**src/rtl/display_pkg.sv**
```systemverilog
// Shared encodings for the multiplexed display arbiter: active-low digit selects,
// FSM states and the fixed left-to-right scan order.
package display_pkg;

    localparam logic [3:0] SEL_D3  = 4'b0111;
    localparam logic [3:0] SEL_D2  = 4'b1011;
    localparam logic [3:0] SEL_D1  = 4'b1101;
    localparam logic [3:0] SEL_D0  = 4'b1110;
    localparam logic [3:0] SEL_OFF = 4'b1111;

    typedef enum logic [1:0] {
        ST_IDLE  = 2'd0,
        ST_LATCH = 2'd1,
        ST_SCAN  = 2'd2
    } state_e;

    function automatic logic [3:0] next_sel(input logic [3:0] sel);
        logic [3:0] nxt;
        case (sel)
            SEL_D3:  nxt = SEL_D2;
            SEL_D2:  nxt = SEL_D1;
            SEL_D1:  nxt = SEL_D0;
            default: nxt = SEL_D3;
        endcase
        return nxt;
    endfunction

    // Nibble position of a digit within each 16-bit bank (3 = most significant).
    function automatic logic [1:0] digit_pos(input logic [3:0] sel);
        logic [1:0] pos;
        case (sel)
            SEL_D3:  pos = 2'd3;
            SEL_D2:  pos = 2'd2;
            SEL_D1:  pos = 2'd1;
            default: pos = 2'd0;
        endcase
        return pos;
    endfunction

endpackage

```
**src/rtl/display_scan_arbiter_rr_pick.sv**
```systemverilog
// Round-robin pick: first eligible (req & mask) index strictly after ptr, wrapping.
// Purely combinational; vld is low when nothing is eligible.
module rr_pick #(
    parameter int N  = 2,
    parameter int IW = $clog2(N)
) (
    input  logic [N-1:0]  req,
    input  logic [IW-1:0] ptr,
    input  logic [N-1:0]  mask,
    output logic [N-1:0]  win,
    output logic [IW-1:0] idx,
    output logic          vld
);
    logic [N-1:0] elig;

    assign elig = req & mask;

    always_comb begin
        int j;
        j   = 0;
        win = '0;
        idx = '0;
        vld = 1'b0;
        // Farthest candidate first so the nearest eligible one overwrites it.
        for (int k = N; k >= 1; k--) begin
            j = int'(ptr) + k;
            if (j >= N) j = j - N;
            if (elig[j]) begin
                win    = '0;
                win[j] = 1'b1;
                idx    = IW'(j);
                vld    = 1'b1;
            end
        end
    end
endmodule

```
**src/rtl/led7.sv**
```systemverilog
// Hex-to-7-segment decoder, combinational. out[6:0] = {g,f,e,d,c,b,a} active-high,
// out[7] = decimal point driven from 'right'.
module led7 (
    input  logic [3:0] digit,
    input  logic       right,
    output logic [7:0] seg
);
    logic [6:0] s;

    always_comb begin
        s = 7'h00;
        case (digit)
            4'h0: s = 7'h3f;
            4'h1: s = 7'h06;
            4'h2: s = 7'h5b;
            4'h3: s = 7'h4f;
            4'h4: s = 7'h66;
            4'h5: s = 7'h6d;
            4'h6: s = 7'h7d;
            4'h7: s = 7'h07;
            4'h8: s = 7'h7f;
            4'h9: s = 7'h6f;
            4'ha: s = 7'h77;
            4'hb: s = 7'h7c;
            4'hc: s = 7'h39;
            4'hd: s = 7'h5e;
            4'he: s = 7'h79;
            default: s = 7'h71;
        endcase
    end

    assign seg = {right, s};
endmodule

```
**src/rtl/display_scan_arbiter.sv**
```systemverilog
// Round-robin owner of a 2-bank 4-digit 7-seg display; per-frame snapshot of the winner.
// Handoff: frame end -> 1 LATCH cycle (digits off) -> new owner's first digit.
module display_scan_arbiter
    import display_pkg::*;
#(
    parameter int NREQ        = 2,
    parameter int SCAN_DIV    = 50000,
    parameter int HOLD_FRAMES = 64
) (
    input  logic                clock,
    input  logic                reset,
    input  logic [NREQ-1:0]     req,
    input  logic [32*NREQ-1:0]  data,
    input  logic [NREQ-1:0]     dot,
    output logic [NREQ-1:0]     grant,
    output logic                busy,
    output logic [3:0]          selector,
    output logic [7:0]          out1,
    output logic [7:0]          out2
);
    localparam int         IW       = $clog2(NREQ);
    localparam logic [15:0] DIV_M1  = 16'(SCAN_DIV - 1);
    localparam logic [7:0] HOLD_EFF = (HOLD_FRAMES == 0) ? 8'd1 : 8'(HOLD_FRAMES);

    state_e          state_q, state_d;
    logic [NREQ-1:0] grant_q, grant_d;
    logic [IW-1:0]   ptr_q, ptr_d;
    logic [31:0]     snap_q, snap_d;
    logic            dot_q, dot_d;
    logic [3:0]      sel_q, sel_d;
    logic [3:0]      nib1_q, nib1_d;
    logic [3:0]      nib2_q, nib2_d;
    logic [15:0]     presc_q, presc_d;
    logic [7:0]      frames_q, frames_d;

    logic [31:0]     req_dat [NREQ];
    logic [31:0]     owner_dat;
    logic [NREQ-1:0] pick_win;
    logic [IW-1:0]   pick_idx;
    logic            pick_vld;
    logic [7:0]      frames_inc;
    logic            owner_req;
    logic            others_pend;
    logic [3:0]      nsel;
    logic [1:0]      npos;

    for (genvar g = 0; g < NREQ; g++) begin : g_dat
        assign req_dat[g] = data[32*g +: 32];
    end

    // While a frame is shown the pointer equals the owner's index.
    assign owner_dat   = req_dat[ptr_q];
    assign owner_req   = |(req & grant_q);
    assign others_pend = |(req & ~grant_q);
    assign frames_inc  = (frames_q == 8'hff) ? frames_q : frames_q + 8'd1;
    assign nsel        = next_sel(sel_q);
    assign npos        = digit_pos(nsel);

    // Masking the owner is a no-op in IDLE (grant is zero there).
    rr_pick #(.N(NREQ), .IW(IW)) u_rr_pick (
        .req  (req),
        .ptr  (ptr_q),
        .mask (~grant_q),
        .win  (pick_win),
        .idx  (pick_idx),
        .vld  (pick_vld)
    );

    always_comb begin
        state_d  = state_q;
        grant_d  = grant_q;
        ptr_d    = ptr_q;
        snap_d   = snap_q;
        dot_d    = dot_q;
        sel_d    = sel_q;
        nib1_d   = nib1_q;
        nib2_d   = nib2_q;
        presc_d  = presc_q;
        frames_d = frames_q;
        unique case (state_q)
            ST_IDLE: begin
                sel_d = SEL_OFF;
                if (pick_vld) begin
                    grant_d = pick_win;
                    ptr_d   = pick_idx;
                    state_d = ST_LATCH;
                end
            end
            ST_LATCH: begin
                snap_d   = owner_dat;
                dot_d    = dot[ptr_q];
                frames_d = 8'd0;
                presc_d  = DIV_M1;
                sel_d    = SEL_D3;
                nib1_d   = owner_dat[31:28];
                nib2_d   = owner_dat[15:12];
                state_d  = ST_SCAN;
            end
            ST_SCAN: begin
                if (presc_q != 16'd0) begin
                    presc_d = presc_q - 16'd1;
                end else begin
                    presc_d = DIV_M1;
                    if (sel_q != SEL_D0) begin
                        sel_d  = nsel;
                        nib1_d = snap_q[{1'b1, npos, 2'b00} +: 4];
                        nib2_d = snap_q[{1'b0, npos, 2'b00} +: 4];
                    end else begin
                        frames_d = frames_inc;
                        if (others_pend && (!owner_req || frames_inc >= HOLD_EFF)) begin
                            grant_d = pick_win;
                            ptr_d   = pick_idx;
                            sel_d   = SEL_OFF;
                            state_d = ST_LATCH;
                        end else if (!owner_req) begin
                            grant_d = '0;
                            sel_d   = SEL_OFF;
                            state_d = ST_IDLE;
                        end else begin
                            snap_d = owner_dat;
                            dot_d  = dot[ptr_q];
                            sel_d  = SEL_D3;
                            nib1_d = owner_dat[31:28];
                            nib2_d = owner_dat[15:12];
                        end
                    end
                end
            end
            default: begin
                grant_d = '0;
                sel_d   = SEL_OFF;
                state_d = ST_IDLE;
            end
        endcase
    end

    always_ff @(posedge clock or negedge reset) begin
        if (!reset) begin
            state_q  <= ST_IDLE;
            grant_q  <= '0;
            ptr_q    <= IW'(NREQ - 1);
            snap_q   <= '0;
            dot_q    <= 1'b0;
            sel_q    <= SEL_OFF;
            nib1_q   <= '0;
            nib2_q   <= '0;
            presc_q  <= '0;
            frames_q <= '0;
        end else begin
            state_q  <= state_d;
            grant_q  <= grant_d;
            ptr_q    <= ptr_d;
            snap_q   <= snap_d;
            dot_q    <= dot_d;
            sel_q    <= sel_d;
            nib1_q   <= nib1_d;
            nib2_q   <= nib2_d;
            presc_q  <= presc_d;
            frames_q <= frames_d;
        end
    end

    assign grant    = grant_q;
    assign busy     = (state_q != ST_IDLE);
    assign selector = sel_q;

    led7 u_led7_bank1 (.digit(nib1_q), .right(dot_q), .seg(out1));
    led7 u_led7_bank2 (.digit(nib2_q), .right(dot_q), .seg(out2));
endmodule

```
**config.mk**
```make
export PLATFORM = sky130hd
export DESIGN_NAME = display_scan_arbiter
export DESIGN_NICKNAME = d
export VERILOG_FILES = /design/src/rtl/display_pkg.sv /design/src/rtl/display_scan_arbiter_rr_pick.sv /design/src/rtl/led7.sv /design/src/rtl/display_scan_arbiter.sv
export SDC_FILE = /design/constraint.sdc
export NUM_CORES = 1
export LEC_CHECK = 0
export BUFFER_PORTS_ARGS = -buffer_cell sky130_fd_sc_hd__buf_4
export CORE_ASPECT_RATIO = 0.5
export CORE_MARGIN = 4
export CORE_UTILIZATION = 40
export CTS_BUF_LIST = sky130_fd_sc_hd__clkbuf_2 sky130_fd_sc_hd__clkbuf_4 sky130_fd_sc_hd__clkbuf_8
export CTS_CLUSTER_DIAMETER = 30
export CTS_CLUSTER_SIZE = 20
export DETAILED_ROUTE_END_ITERATION = 16
export SETUP_SLACK_MARGIN = 0.2
export SLEW_MARGIN = 20
export SYNTH_ARGS = -nofsm -noshare
export SYNTH_HDL_FRONTEND = slang
export SYNTH_SLANG_ARGS = --single-unit
```
**constraint.sdc**
```tcl
create_clock -name clock -period 7.82 [get_ports clock]
set_clock_uncertainty 0.2 [all_clocks]
set_input_delay 0 -clock clock [delete_from_list [all_inputs] [get_ports clock]]
set_output_delay 0 -clock clock [all_outputs]
set_load 0.005 [all_outputs]
```
==> flow_summary.rst, run 1 <==
.. list-table::
   :header-rows: 1

   * - Metric
     - Value
   * - Result of the run
     - complete, no violations
   * - Num rows
     - 28
   * - Die W
     - ~170 um
   * - Maximum vdd ir drop
     - 0.1488 mV
   * - Final hold violation count
     - 0
   * - Slew at the pin with the worst max-slew slack
     - around 940 ps
   * - Worst flop-to-flop path startpoint
     - state_q[0]
   * - Clock tree sinks
     - between 70 and 80
   * - Setup_tns
     - 0 ps
   * - Num CTS Buffers
     - 9
   * - Worst stage delay on the critical path
     - around 700 ps
   * - Path length in cells of the critical path
     - 7
   * - Global router's overall resource usage
     - approximately 17%
   * - Post-route worst hold slack
     - ~21 ps
   * - Critical path's top delay family
     - adder cells
   * - Flop pwr share
     - 31.3%
   * - Total area of sequential cells
     - between 1500 and 2000 um^2
   * - Area used by multi-input combinational logic
     - about 2900 um^2
   * - Number of inserted diodes
     - 0
   * - Worst r2r path cells
     - 7
   * - Share of synthesized flip-flops with an asynchronous set or reset
     - 100.0%
   * - Synth cell types
     - between 60 and 70
   * - Synthesis-to-finish area growth
     - 32.75%
   * - Hold crit path type
     - primary input to flop
   * - Clk_lat worst skew
     - roughly 340 ps
   * - 1st-iter DRT viols
     - approximately 340
   * - EDFF count, synth
     - 0
   * - Kind of start point of the critical path
     - flop
   * - List of cells traversed by the critical path
     - inv_1, ha_1, nand2_2, o32ai_4, a21boi_4, buf_4, mux2_2
   * - CTS Root Buffer Type
     - sky130_fd_sc_hd__clkbuf_8
   * - GPL Wtd Cong
     - a little under 0.8
   * - Number of buffers on the longest clock path
     - 2
   * - Grt total ovfl
     - 0
   * - Critical path endpoint
     - snap_q[18]
   * - Most numerous cell in the Yosys netlist
     - sky130_fd_sc_hd__dfrtp_1
   * - Worst Path Arrival
     - between 3000 and 4000 ps
   * - First drt pass iteration count
     - 4
   * - Post-synthesis instance area
     - just over 5000 um^2
   * - Core outline area
     - 12090 um^2
   * - Setup Viol. Count Final
     - 0
   * - Setup slack, reg-to-reg
     - ~4600 ps
   * - Endpoint kind of the worst setup timing path
     - flop
   * - Worst hold path depth
     - 5
   * - Routed len/inst
     - ~15 um
   * - Count of pins over their slew limit
     - 0
   * - Tmin final
     - approximately 3300 ps
   * - Total setup buffers inserted after CTS
     - 0
   * - Clk pwr share
     - between 10% and 20%
   * - Area leader, netlist
     - sky130_fd_sc_hd__dfrtp_1
   * - Worst Setup Path Type
     - flop to flop
   * - Max-Cap Viols
     - 0
   * - Peak clock frequency supported by timing
     - about 310 MHz
   * - Count of synthesis-stage warnings from yosys
     - 0
   * - Antenna viol nets, final
     - 0
   * - Final cell count without fillers
     - 809
   * - Number of storage elements in the synthesis netlist
     - 74
   * - Worst Path Buf+Inv
     - 2
   * - Fraction of the yosys area taken by sequential cells
     - 36.76%
   * - Port Buffers
     - 92
   * - Startpoint of the worst setup timing path
     - state_q[0]
   * - Share of layout cells above drive strength 1
     - a little under a third
   * - Count of filler cells inserted in the layout
     - roughly 1100
   * - Die H
     - 87.49 um
   * - Endpoint of the worst register-to-register path
     - snap_q[18]
   * - CTS tree
     - done
   * - Avg Synthesized Cell Area
     - 10.25 um^2
   * - H-tree lvl count
     - 3
   * - Gate Count Post-Synth
     - ~490
   * - Fraction of power consumed by combinational cells
     - 54.1%
   * - Post-CTS Resized
     - 0
   * - Max stage delay cell, worst path
     - sky130_fd_sc_hd__ha_1
   * - Leading post-synthesis cells by instance count
     - sky130_fd_sc_hd__dfrtp_1, sky130_fd_sc_hd__mux2_2, sky130_fd_sc_hd__nor2_1
   * - Post-DR vias/cell
     - between 5 and 6
   * - Io pins
     - just over 90
   * - Number of vias in the routed layout
     - around 4200
   * - Initial cell density of the core
     - 41.82%
   * - Internal power
     - between 0.001 and 0.0015 W
   * - Slew Limit Headroom
     - roughly 37%
   * - Wire length of the first global-routing pass
     - around 21000 um
   * - Final layout net count
     - 730
   * - Leakage
     - between 2 and 3 nW
   * - Die outline area
     - roughly 15000 um^2
   * - Net switching fraction of the power
     - a little under two fifths
   * - Ratio of final minimum period to clock period
     - approximately two fifths
   * - Syn nets
     - 584
   * - Setup repair after global routing missed its margin
     - no
   * - Clock slew at reported path FFs
     - 80 ps
   * - Number of antenna violations at the first check in global routing
     - 0
   * - Sum of routed wire length over all layers
     - between 10000 and 15000 um
   * - Leading post-synthesis cells by cell area
     - sky130_fd_sc_hd__dfrtp_1, sky130_fd_sc_hd__mux2_2, sky130_fd_sc_hd__mux2_4
   * - Switching power total
     - about 0.00089 W
   * - Number of global-route vias before repair
     - 4231
   * - Data required, critical path
     - between 7000 and 8000 ps
   * - Maximum fanout count along the critical path
     - 33
   * - HPWL after DPL
     - 8526 um
   * - Top_reg_cell synth
     - sky130_fd_sc_hd__dfrtp_1
   * - Power Dens Cells
     - 350.1 nW/um^2
   * - Placed Cells incl. Taps
     - 724
   * - DRC violation count after routing
     - 0
   * - Area share of the largest cell type after synthesis
     - between 30% and 40%
   * - Pin count of the biggest net entering global routing
     - 75
cell families after synthesis:
logic type      after synthesis  share of synthesized area, %
simple gates                146                         15.64
compound gates              115                         15.50
mux                          80                         20.37
flops                        74                         36.76
buf+inv                      48                         4.975
fa+ha+maj                    21                         5.198
xor+xnor                      9                         1.559
worst min-delay path, cell delays in order:
cell and delay (ps):
sky130_fd_sc_hd__buf_4 90, sky130_fd_sc_hd__nand2b_1 60, sky130_fd_sc_hd__nand2_1 70, sky130_fd_sc_hd__a31oi_1 90, sky130_fd_sc_hd__mux2_2 230
power by group through the flow:
stage | sequential (W) | combinational [W] | clock (W)
floorplan | 0.000623 | 0.000976 | 0
global placement | 0.000740 | 0.00117 | 0
detailed placement | 0.000737 | 0.00119 | 0
CTS | 0.000734 | 0.00128 | 0.000353
global route | 0.000765 | 0.00139 | 0.000370
finish | 0.000736 | 0.00127 | 0.000342
routing by layer:
metal | global-route usage, % | vias up | share of wire, %
met5 | 0 | - | 0
li1 | - | 2108 | -
met1 | 22.51 | 2055 | 46
met3 | 3.173 | 10 | 3.1
met4 | 5.048 | 0 | 0.93
met2 | 29.24 | 63 | 50
through the flow:
step / total power (W) / instance area, um^2 / worst slack (ps) / utilization, %
global route: 0.002530 / 6710 / 4354 / 55.52
global placement: 0.001913 / 5787 / 4652 / 47.88
floorplan: 0.001599 / 5055 / 5325 / -
CTS: 0.002364 / 6710 / 4577 / 55.52
finish: 0.002349 / 6710 / 4570 / 55.52
detailed placement: 0.001928 / 5787 / 4582 / 47.88
layout make-up:
type / instances / area share [%]
clock inverter: 4 / 1.100
sequential: 74 / 27.69
timing repair buffer: 162 / 20.70
multi-input combinational: 371 / 43.89
clock buffer: 12 / 2.368
tap: 165 / 3.077
inverter: 21 / 1.175
what timing repair did:
action,CTS,global route
endpoints found under the hold margin,109,0
endpoints found under the setup margin,0,0
hold buffers,69,0
placed cells by master (no fill, tap or decap), types with 4 or more instances in the layout:
| cell | instances |
|---|---|
| sky130_fd_sc_hd__buf_4 | 93 |
| sky130_fd_sc_hd__dfrtp_1 | 69 |
| sky130_fd_sc_hd__dlygate4sd3_1 | 69 |
| sky130_fd_sc_hd__mux2_2 | 43 |
| sky130_fd_sc_hd__nor2_1 | 37 |
| sky130_fd_sc_hd__mux2_4 | 30 |
| sky130_fd_sc_hd__nand2_1 | 28 |
| sky130_fd_sc_hd__o21ai_0 | 28 |
| sky130_fd_sc_hd__inv_1 | 21 |
| sky130_fd_sc_hd__ha_1 | 21 |
| sky130_fd_sc_hd__a22oi_1 | 18 |
| sky130_fd_sc_hd__nor3_1 | 17 |
| sky130_fd_sc_hd__a21oi_1 | 17 |
| sky130_fd_sc_hd__nor2b_1 | 13 |
| sky130_fd_sc_hd__nand3_1 | 12 |
| sky130_fd_sc_hd__o22ai_1 | 11 |
| sky130_fd_sc_hd__clkbuf_8 | 11 |
| sky130_fd_sc_hd__xnor2_1 | 7 |
| sky130_fd_sc_hd__nand2b_1 | 5 |
| sky130_fd_sc_hd__nor3b_1 | 5 |
| sky130_fd_sc_hd__mux2i_1 | 5 |
| sky130_fd_sc_hd__a31oi_1 | 5 |
| sky130_fd_sc_hd__dfstp_2 | 5 |
| sky130_fd_sc_hd__a211oi_1 | 4 |
| sky130_fd_sc_hd__nor4_1 | 4 |
| sky130_fd_sc_hd__o211ai_1 | 4 |
| sky130_fd_sc_hd__o221ai_1 | 4 |
how the worst min path moves through the flow:
stage	start	to
after floorplan	reset	dot_q
after global placement	reset	presc_q[6]
after detailed placement	reset	presc_q[13]
after CTS	req[0]	ptr_q
after global routing	req[0]	ptr_q
final	req[0]	ptr_q
flip-flops by register name (all words and copies together), names as in the netlist:
signal	count
grant	2
dot_q	1
presc_q	16
ptr_q	1
selector	4
nib1_q	4
state_q	2
snap_q	32
frames_q	8
nib2_q	4
No activity file was read; power rests on OpenSTA's default activity.
==> inputs of run 2 (changes only) <==
==> constraint.sdc (replaced) <==
create_clock -name clock -period 2.7 [get_ports clock]
set_clock_uncertainty 0.2 [all_clocks]
set_input_delay 0 -clock clock [delete_from_list [all_inputs] [get_ports clock]]
set_output_delay 0 -clock clock [all_outputs]
set_load 0.005 [all_outputs]
==> flow_summary.rst, run 2 (synthesis gave the netlist of run 1 again) <==
.. list-table::
   :header-rows: 1

   * - Metric
     - Value
   * - Result of the run
     - complete, no violations
   * - GPL Wtd Cong
     - about 0.9
   * - Peak clock frequency supported by timing
     - between 400 and 500 MHz
   * - Number of antenna violations at the first check in global routing
     - 0
   * - Share of layout cells above drive strength 1
     - ~35%
   * - Synthesis-to-finish area growth
     - 38.27%
   * - Number of vias in the routed layout
     - 4374
   * - Leading cell types in the layout, fill and taps excluded
     - sky130_fd_sc_hd__buf_4, sky130_fd_sc_hd__dlygate4sd3_1, sky130_fd_sc_hd__dfrtp_1
   * - Num CTS Buffers
     - 9
   * - Data required, critical path
     - ~2700 ps
   * - Number of buffers on the longest clock path
     - 2
   * - Clock slew at reported path FFs
     - approximately 80 ps
   * - Post-DR vias/cell
     - between 5 and 6
   * - Slew Limit Headroom
     - 37.91%
   * - HPWL after DPL
     - 8849 um
   * - Clock tree sinks
     - between 70 and 80
   * - Post-route design area
     - roughly 7000 um^2
   * - Setup_tns
     - 0 ps
   * - 1st-iter DRT viols
     - roughly 250
   * - Wire length on met1
     - roughly 6300 um
   * - Slew at the pin with the worst max-slew slack
     - 931.4 ps
   * - Routed len/inst
     - around 16 um
   * - Beginning of the worst hold path
     - req[0]
   * - Max stage delay cell, worst path
     - sky130_fd_sc_hd__dfrtp_2
   * - Placed Cells incl. Taps
     - approximately 750
   * - Num rows
     - 28
   * - Port Buffers
     - between 90 and 100
   * - Global router's overall resource usage
     - between 10% and 20%
   * - Final cell count without fillers
     - ~840
   * - Die outline area
     - ~15000 um^2
   * - End point of the worst hold path
     - ptr_q
   * - Antenna viol nets, final
     - 0
   * - Number of inserted diodes
     - 0
   * - Wire length of the first global-routing pass
     - 21650 um
   * - Worst hold path depth
     - 5
   * - Worst Path Arrival
     - roughly 2500 ps
   * - Commonest non-fill, non-tap cell in the layout
     - sky130_fd_sc_hd__buf_4
   * - Die H
     - around 87 um
   * - Worst Setup Path Type
     - flop to flop
   * - First drt pass iteration count
     - 4
   * - CTS Root Buffer Type
     - sky130_fd_sc_hd__clkbuf_8
   * - Endpoint kind of the worst setup timing path
     - flop
   * - Leakage
     - 2.992 nW
   * - Worst stage delay on the critical path
     - 450 ps
   * - List of cells traversed by the critical path
     - nor4_4, nand4_4, o32ai_4, a21boi_4, buf_12, buf_12, mux2_2
   * - Number of global-route vias before repair
     - 4356
   * - Worst slack at placement
     - between 150 and 200 ps
   * - Critical path's top delay family
     - compound AO/OA/AOI/OAI gates
   * - Biggest regs
     - snap_q (32), presc_q (16), frames_q (8)
   * - Top reg by flops
     - snap_q
   * - Hold crit path type
     - primary input to flop
   * - Crit path top cell by count
     - sky130_fd_sc_hd__buf_12
   * - Kind of start point of the critical path
     - flop
   * - Met2 WL
     - roughly 6600 um
   * - Setup repair after global routing missed its margin
     - yes
   * - Grt total ovfl
     - 0
   * - Sum of routed wire length over all layers
     - 13510 um
   * - Post-DP Area
     - between 5000 and 6000 um^2
   * - Setup slack after layout
     - 243.4 ps
   * - Pin count of the biggest net entering global routing
     - between 70 and 80
   * - H-tree lvl count
     - 3
   * - Top Metal Used
     - met4
   * - Endpoint of the worst register-to-register path
     - snap_q[16]
   * - Power Dens Cells
     - ~1000 nW/um^2
   * - DRC violation count after routing
     - 0
   * - CTS tree
     - done
   * - Final hold violation count
     - 0
   * - Final design utilization
     - 57.83%
   * - Count of pins over their slew limit
     - 0
   * - Maximum vdd ir drop
     - around 0.47 mV
   * - Routed wl met3
     - ~450 um
   * - Core outline area
     - around 12000 um^2
   * - Worst Path Buf+Inv
     - 2
   * - Final layout net count
     - around 760
   * - Tmin final
     - around 2500 ps
   * - Io pins
     - 93
   * - Largest register FFs
     - 32
   * - Maximum fanout count along the critical path
     - 9
   * - Ratio of final minimum period to clock period
     - between 90 and 100%
   * - Initial cell density of the core
     - 41.82%
   * - Clk_lat worst skew
     - 350 ps
   * - Worst flop-to-flop path startpoint
     - presc_q[3]
   * - Worst r2r path cells
     - 7
   * - Setup slack, reg-to-reg
     - roughly 240 ps
   * - Max-Cap Viols
     - 0
   * - Setup Viol. Count Final
     - 0
   * - Die W
     - roughly 170 um
-- run 2: changes by cell type in the layout (fill, tap and decap cells not counted), sizes merged --
cell | previous run | this run
clkinv | 2 | 4
dlygate4sd3 | 69 | 70
buf | 93 | 119
clkbuf | 12 | 13
bufinv | 2 | 1
-- run 2: timing repair --
action                                 in CTS  in global routing
hold buffers                               70                  0
pin swaps                                   0                  2
endpoints found under the hold margin     108                  0
buffers inserted                            0                  2
cloned                                      0                  3
setup endpoints to repair                  36                 41
resized for setup                           2                  7
-- run 2: how the worst max path moves through the flow --
stage                start         end  slack (ps)  cells after the start
2_1_floorplan  selector[3]       dot_q         200                      8
3_3_place_gp   frames_q[1]  snap_q[17]         220                      7
3_5_place_dp   frames_q[1]  snap_q[16]         170                      7
4_1_cts        frames_q[0]  snap_q[16]         210                      7
5_1_grt        frames_q[1]  snap_q[27]         180                      8
6_report        presc_q[3]  snap_q[16]         240                      7
-- run 2: per-layer routing --
layer / track usage, % / up-vias
met5: 0 / -
met4: 4.826 / 0
met3: 3.581 / 16
met2: 30.45 / 75
met1: 24.19 / 2118
li1: - / 2165
-- run 2: layout make-up --
cell class / count / area [um^2]
clock buffer: 11 / 145.1
clock inverter: 5 / 53.80
fill: 1035 / 5097
inverter: 21 / 78.83
multi-input combinational: 371 / 2965
sequential: 74 / 1863
tap: 165 / 206.4
timing repair buffer: 191 / 1677
-- run 2: metrics by stage --
step,hold WS (ps),total power (W)
floorplan,-495.6,0.004632
global placement,-1.631,0.005755
detailed placement,5.769,0.005808
CTS,8.587,0.006876
global route,59.73,0.007562
finish,19.00,0.007030
-- run 2: worst min-delay path: cells and delay by family --
kind | cells | cell delay [ps]
multiplexers | 1 | 220
buffers and inverters | 1 | 100
AND/OR/NAND/NOR | 2 | 130
AO/OA/AOI/OAI | 1 | 90
-- run 2: power by group --
part           internal [W]  switching, W  total, W
clock              0.000460      0.000425  0.000885
sequential          0.00156      0.000447   0.00201
combinational       0.00230       0.00184   0.00414
total               0.00432       0.00271   0.00703
==> inputs of run 3 (changes only) <==
==> constraint.sdc (replaced) <==
create_clock -name clock -period 2.4 [get_ports clock]
set_clock_uncertainty 0.2 [all_clocks]
set_input_delay 0 -clock clock [delete_from_list [all_inputs] [get_ports clock]]
set_output_delay 0 -clock clock [all_outputs]
set_load 0.005 [all_outputs]
==> flow_summary.rst, run 3 (synthesis gave the netlist of run 1 again) <==
.. list-table::
   :header-rows: 1

   * - Metric
     - Value
   * - Result of the run
     - complete, no violations
   * - Wire length of the first global-routing pass
     - ~23000 um
   * - Global router's overall resource usage
     - just under 20%
   * - Setup slack, reg-to-reg
     - 40 ps
   * - First drt pass iteration count
     - 6
   * - Number of antenna violations at the first check in global routing
     - 0
   * - Max-Cap Viols
     - 0
   * - H-tree lvl count
     - 3
   * - Peak clock frequency supported by timing
     - 424.4 MHz
   * - Post-DR vias/cell
     - approximately 5.3
   * - Leading cell types in the layout, fill and taps excluded
     - sky130_fd_sc_hd__buf_4, sky130_fd_sc_hd__dlygate4sd3_1, sky130_fd_sc_hd__dfrtp_1
   * - Worst stage delay on the critical path
     - ~530 ps
   * - Commonest non-fill, non-tap cell in the layout
     - sky130_fd_sc_hd__buf_4
   * - Hold crit path type
     - primary input to asynchronous set/reset pin
   * - Die H
     - just under 90 um
   * - CTS tree
     - done
   * - Number of global-route vias before repair
     - 4670
   * - Area used by multi-input combinational logic
     - 3126 um^2
   * - Worst Setup Path Type
     - flop to flop
   * - Total area of sequential cells
     - 1859 um^2
   * - Worst Path Buf+Inv
     - 2
   * - Share of layout cells above drive strength 1
     - 41.13%
   * - Initial cell density of the core
     - a little over two fifths
   * - Final cell count without fillers
     - 871
   * - Port Buffers
     - 92
   * - Data required, critical path
     - roughly 2400 ps
   * - Core outline area
     - about 12000 um^2
   * - Setup repair after global routing missed its margin
     - yes
   * - Clock slew at reported path FFs
     - 80 ps
   * - Sum of routed wire length over all layers
     - 14140 um
   * - HPWL after DPL
     - between 9000 and 10000 um
   * - Power Dens Cells
     - between 1000 and 1500 nW/um^2
   * - Slew at the pin with the worst max-slew slack
     - 401.6 ps
   * - Leakage
     - about 3.2 nW
   * - Count of pins over their slew limit
     - 0
   * - Die outline area
     - ~15000 um^2
   * - 1st-iter DRT viols
     - 278
   * - Worst Path Arrival
     - ~2400 ps
   * - Clock tree sinks
     - 74
   * - Top reg by flops
     - snap_q
   * - Placed Cells incl. Taps
     - just under 800
   * - Num CTS Buffers
     - 9
   * - Setup Viol. Count Final
     - 0
   * - Grt total ovfl
     - 0
   * - Worst slack at placement
     - -13.92 ps
   * - Io pins
     - 93
   * - Number of vias in the routed layout
     - 4580
   * - Number of buffers on the longest clock path
     - 2
   * - Final layout net count
     - a little under 800
   * - Pin count of the biggest net entering global routing
     - 39
   * - Maximum vdd ir drop
     - roughly 0.5 mV
   * - Slew Limit Headroom
     - roughly 73%
   * - Final hold violation count
     - 0
   * - Setup slack after layout
     - between 40 and 50 ps
   * - Count of filler cells inserted in the layout
     - a little under 1000
   * - Endpoint kind of the worst setup timing path
     - flop
   * - Synthesis-to-finish area growth
     - 47.70%
   * - Tmin final
     - about 2400 ps
   * - List of cells traversed by the critical path
     - and4b_2, nand2_4, o32ai_4, a21boi_4, buf_12, buf_6, mux2_4
   * - Biggest regs
     - snap_q (32), presc_q (16), frames_q (8)
   * - DRC violation count after routing
     - 0
   * - Antenna viol nets, final
     - 0
   * - Max stage delay cell, worst path
     - sky130_fd_sc_hd__dfstp_2
   * - Largest register FFs
     - 32
   * - CTS Root Buffer Type
     - sky130_fd_sc_hd__clkbuf_8
   * - Critical path's top delay family
     - flip-flops
   * - Routed len/inst
     - around 16 um
   * - Num rows
     - 28
   * - Die W
     - 167.0 um
   * - Kind of start point of the critical path
     - flop
   * - GPL Wtd Cong
     - a little over 0.8
   * - Clk_lat worst skew
     - approximately 360 ps
   * - Maximum fanout count along the critical path
     - 8
   * - Ratio of final minimum period to clock period
     - about 98%
run 3: cell types whose count changed in the layout (fill, tap and decap cells not counted), sizes merged:
cell,before,now
buf,119,152
clkinv,4,1
inv,21,20
bufinv,1,3
dlygate4sd3,70,69
clkinvlp,0,2
diode,0,1
run 3: worst reg2reg max path: stages (launching register included):
cell	delay, ps
sky130_fd_sc_hd__dfstp_2	530
sky130_fd_sc_hd__and4b_2	270
sky130_fd_sc_hd__nand2_4	100
sky130_fd_sc_hd__o32ai_4	280
sky130_fd_sc_hd__a21boi_4	240
sky130_fd_sc_hd__buf_12	140
sky130_fd_sc_hd__buf_6	170
sky130_fd_sc_hd__mux2_4	310
run 3: layer usage:
metal / part of all wire (%) / wire length, um / track usage [%] / vias up
met4: 1.6 / 224 / 6.236 / 0
met2: 51 / 7178 / 34.34 / 69
li1: - / - / - / 2225
met5: 0 / 0 / 0 / -
met1: 45 / 6319 / 23.93 / 2272
met3: 2.9 / 416 / 3.717 / 14
run 3: worst paths after layout:
| path | cells after the start | endpoint | start |
|---|---|---|---|
| min reg2reg | 1 | snap_q[17] | snap_q[17] |
| min | 3 | presc_q[12] | reset |
| max reg2reg | 7 | snap_q[31] | selector[1] |
| max | 7 | snap_q[31] | selector[1] |
| max in group asynchronous | 3 | selector[0] | reset |
| min in group clock | 5 | nib1_q[2] | data[62] |
run 3: through the flow:
stage	util (%)	hold WS, ps	total power, W	area (um^2)	TNS, ps
after floorplan	-	-495.6	0.005234	5079	0
after global placement	51.22	-183.7	0.006691	6191	0
after detailed placement	51.22	-186.1	0.006747	6191	-38.90
after CTS	60.00	1.149	0.008135	7252	-57.18
after global routing	61.75	28.66	0.009039	7463	0
final	61.77	12.41	0.008432	7466	0
run 3: layout make-up:
type	count	share of cell area (%)
Antenna cell	1	0.03352
Clock buffer	11	1.860
Clock inverter	5	1.374
Inverter	21	1.106
Multi-Input combinational cell	371	41.86
Sequential cell	74	24.90
Tap cell	165	2.765
Timing Repair Buffer	223	26.09
run 3: report_power, final:
| part | internal [W] | leakage, nW | switching (W) |
|---|---|---|---|
| clock network | 0.000712 | 0.120 | 0.000477 |
| logic | 0.00280 | 2.22 | 0.00225 |
| registers | 0.00175 | 0.878 | 0.000436 |
| total | 0.00526 | 3.22 | 0.00317 |
run 3: what timing repair did:
item,in CTS,in global routing
cloned,0,3
pin swaps,4,9
endpoints found under the hold margin,110,1
endpoints found under the setup margin,43,68
hold buffers,70,1
resized for setup,15,20
buffers inserted,5,5
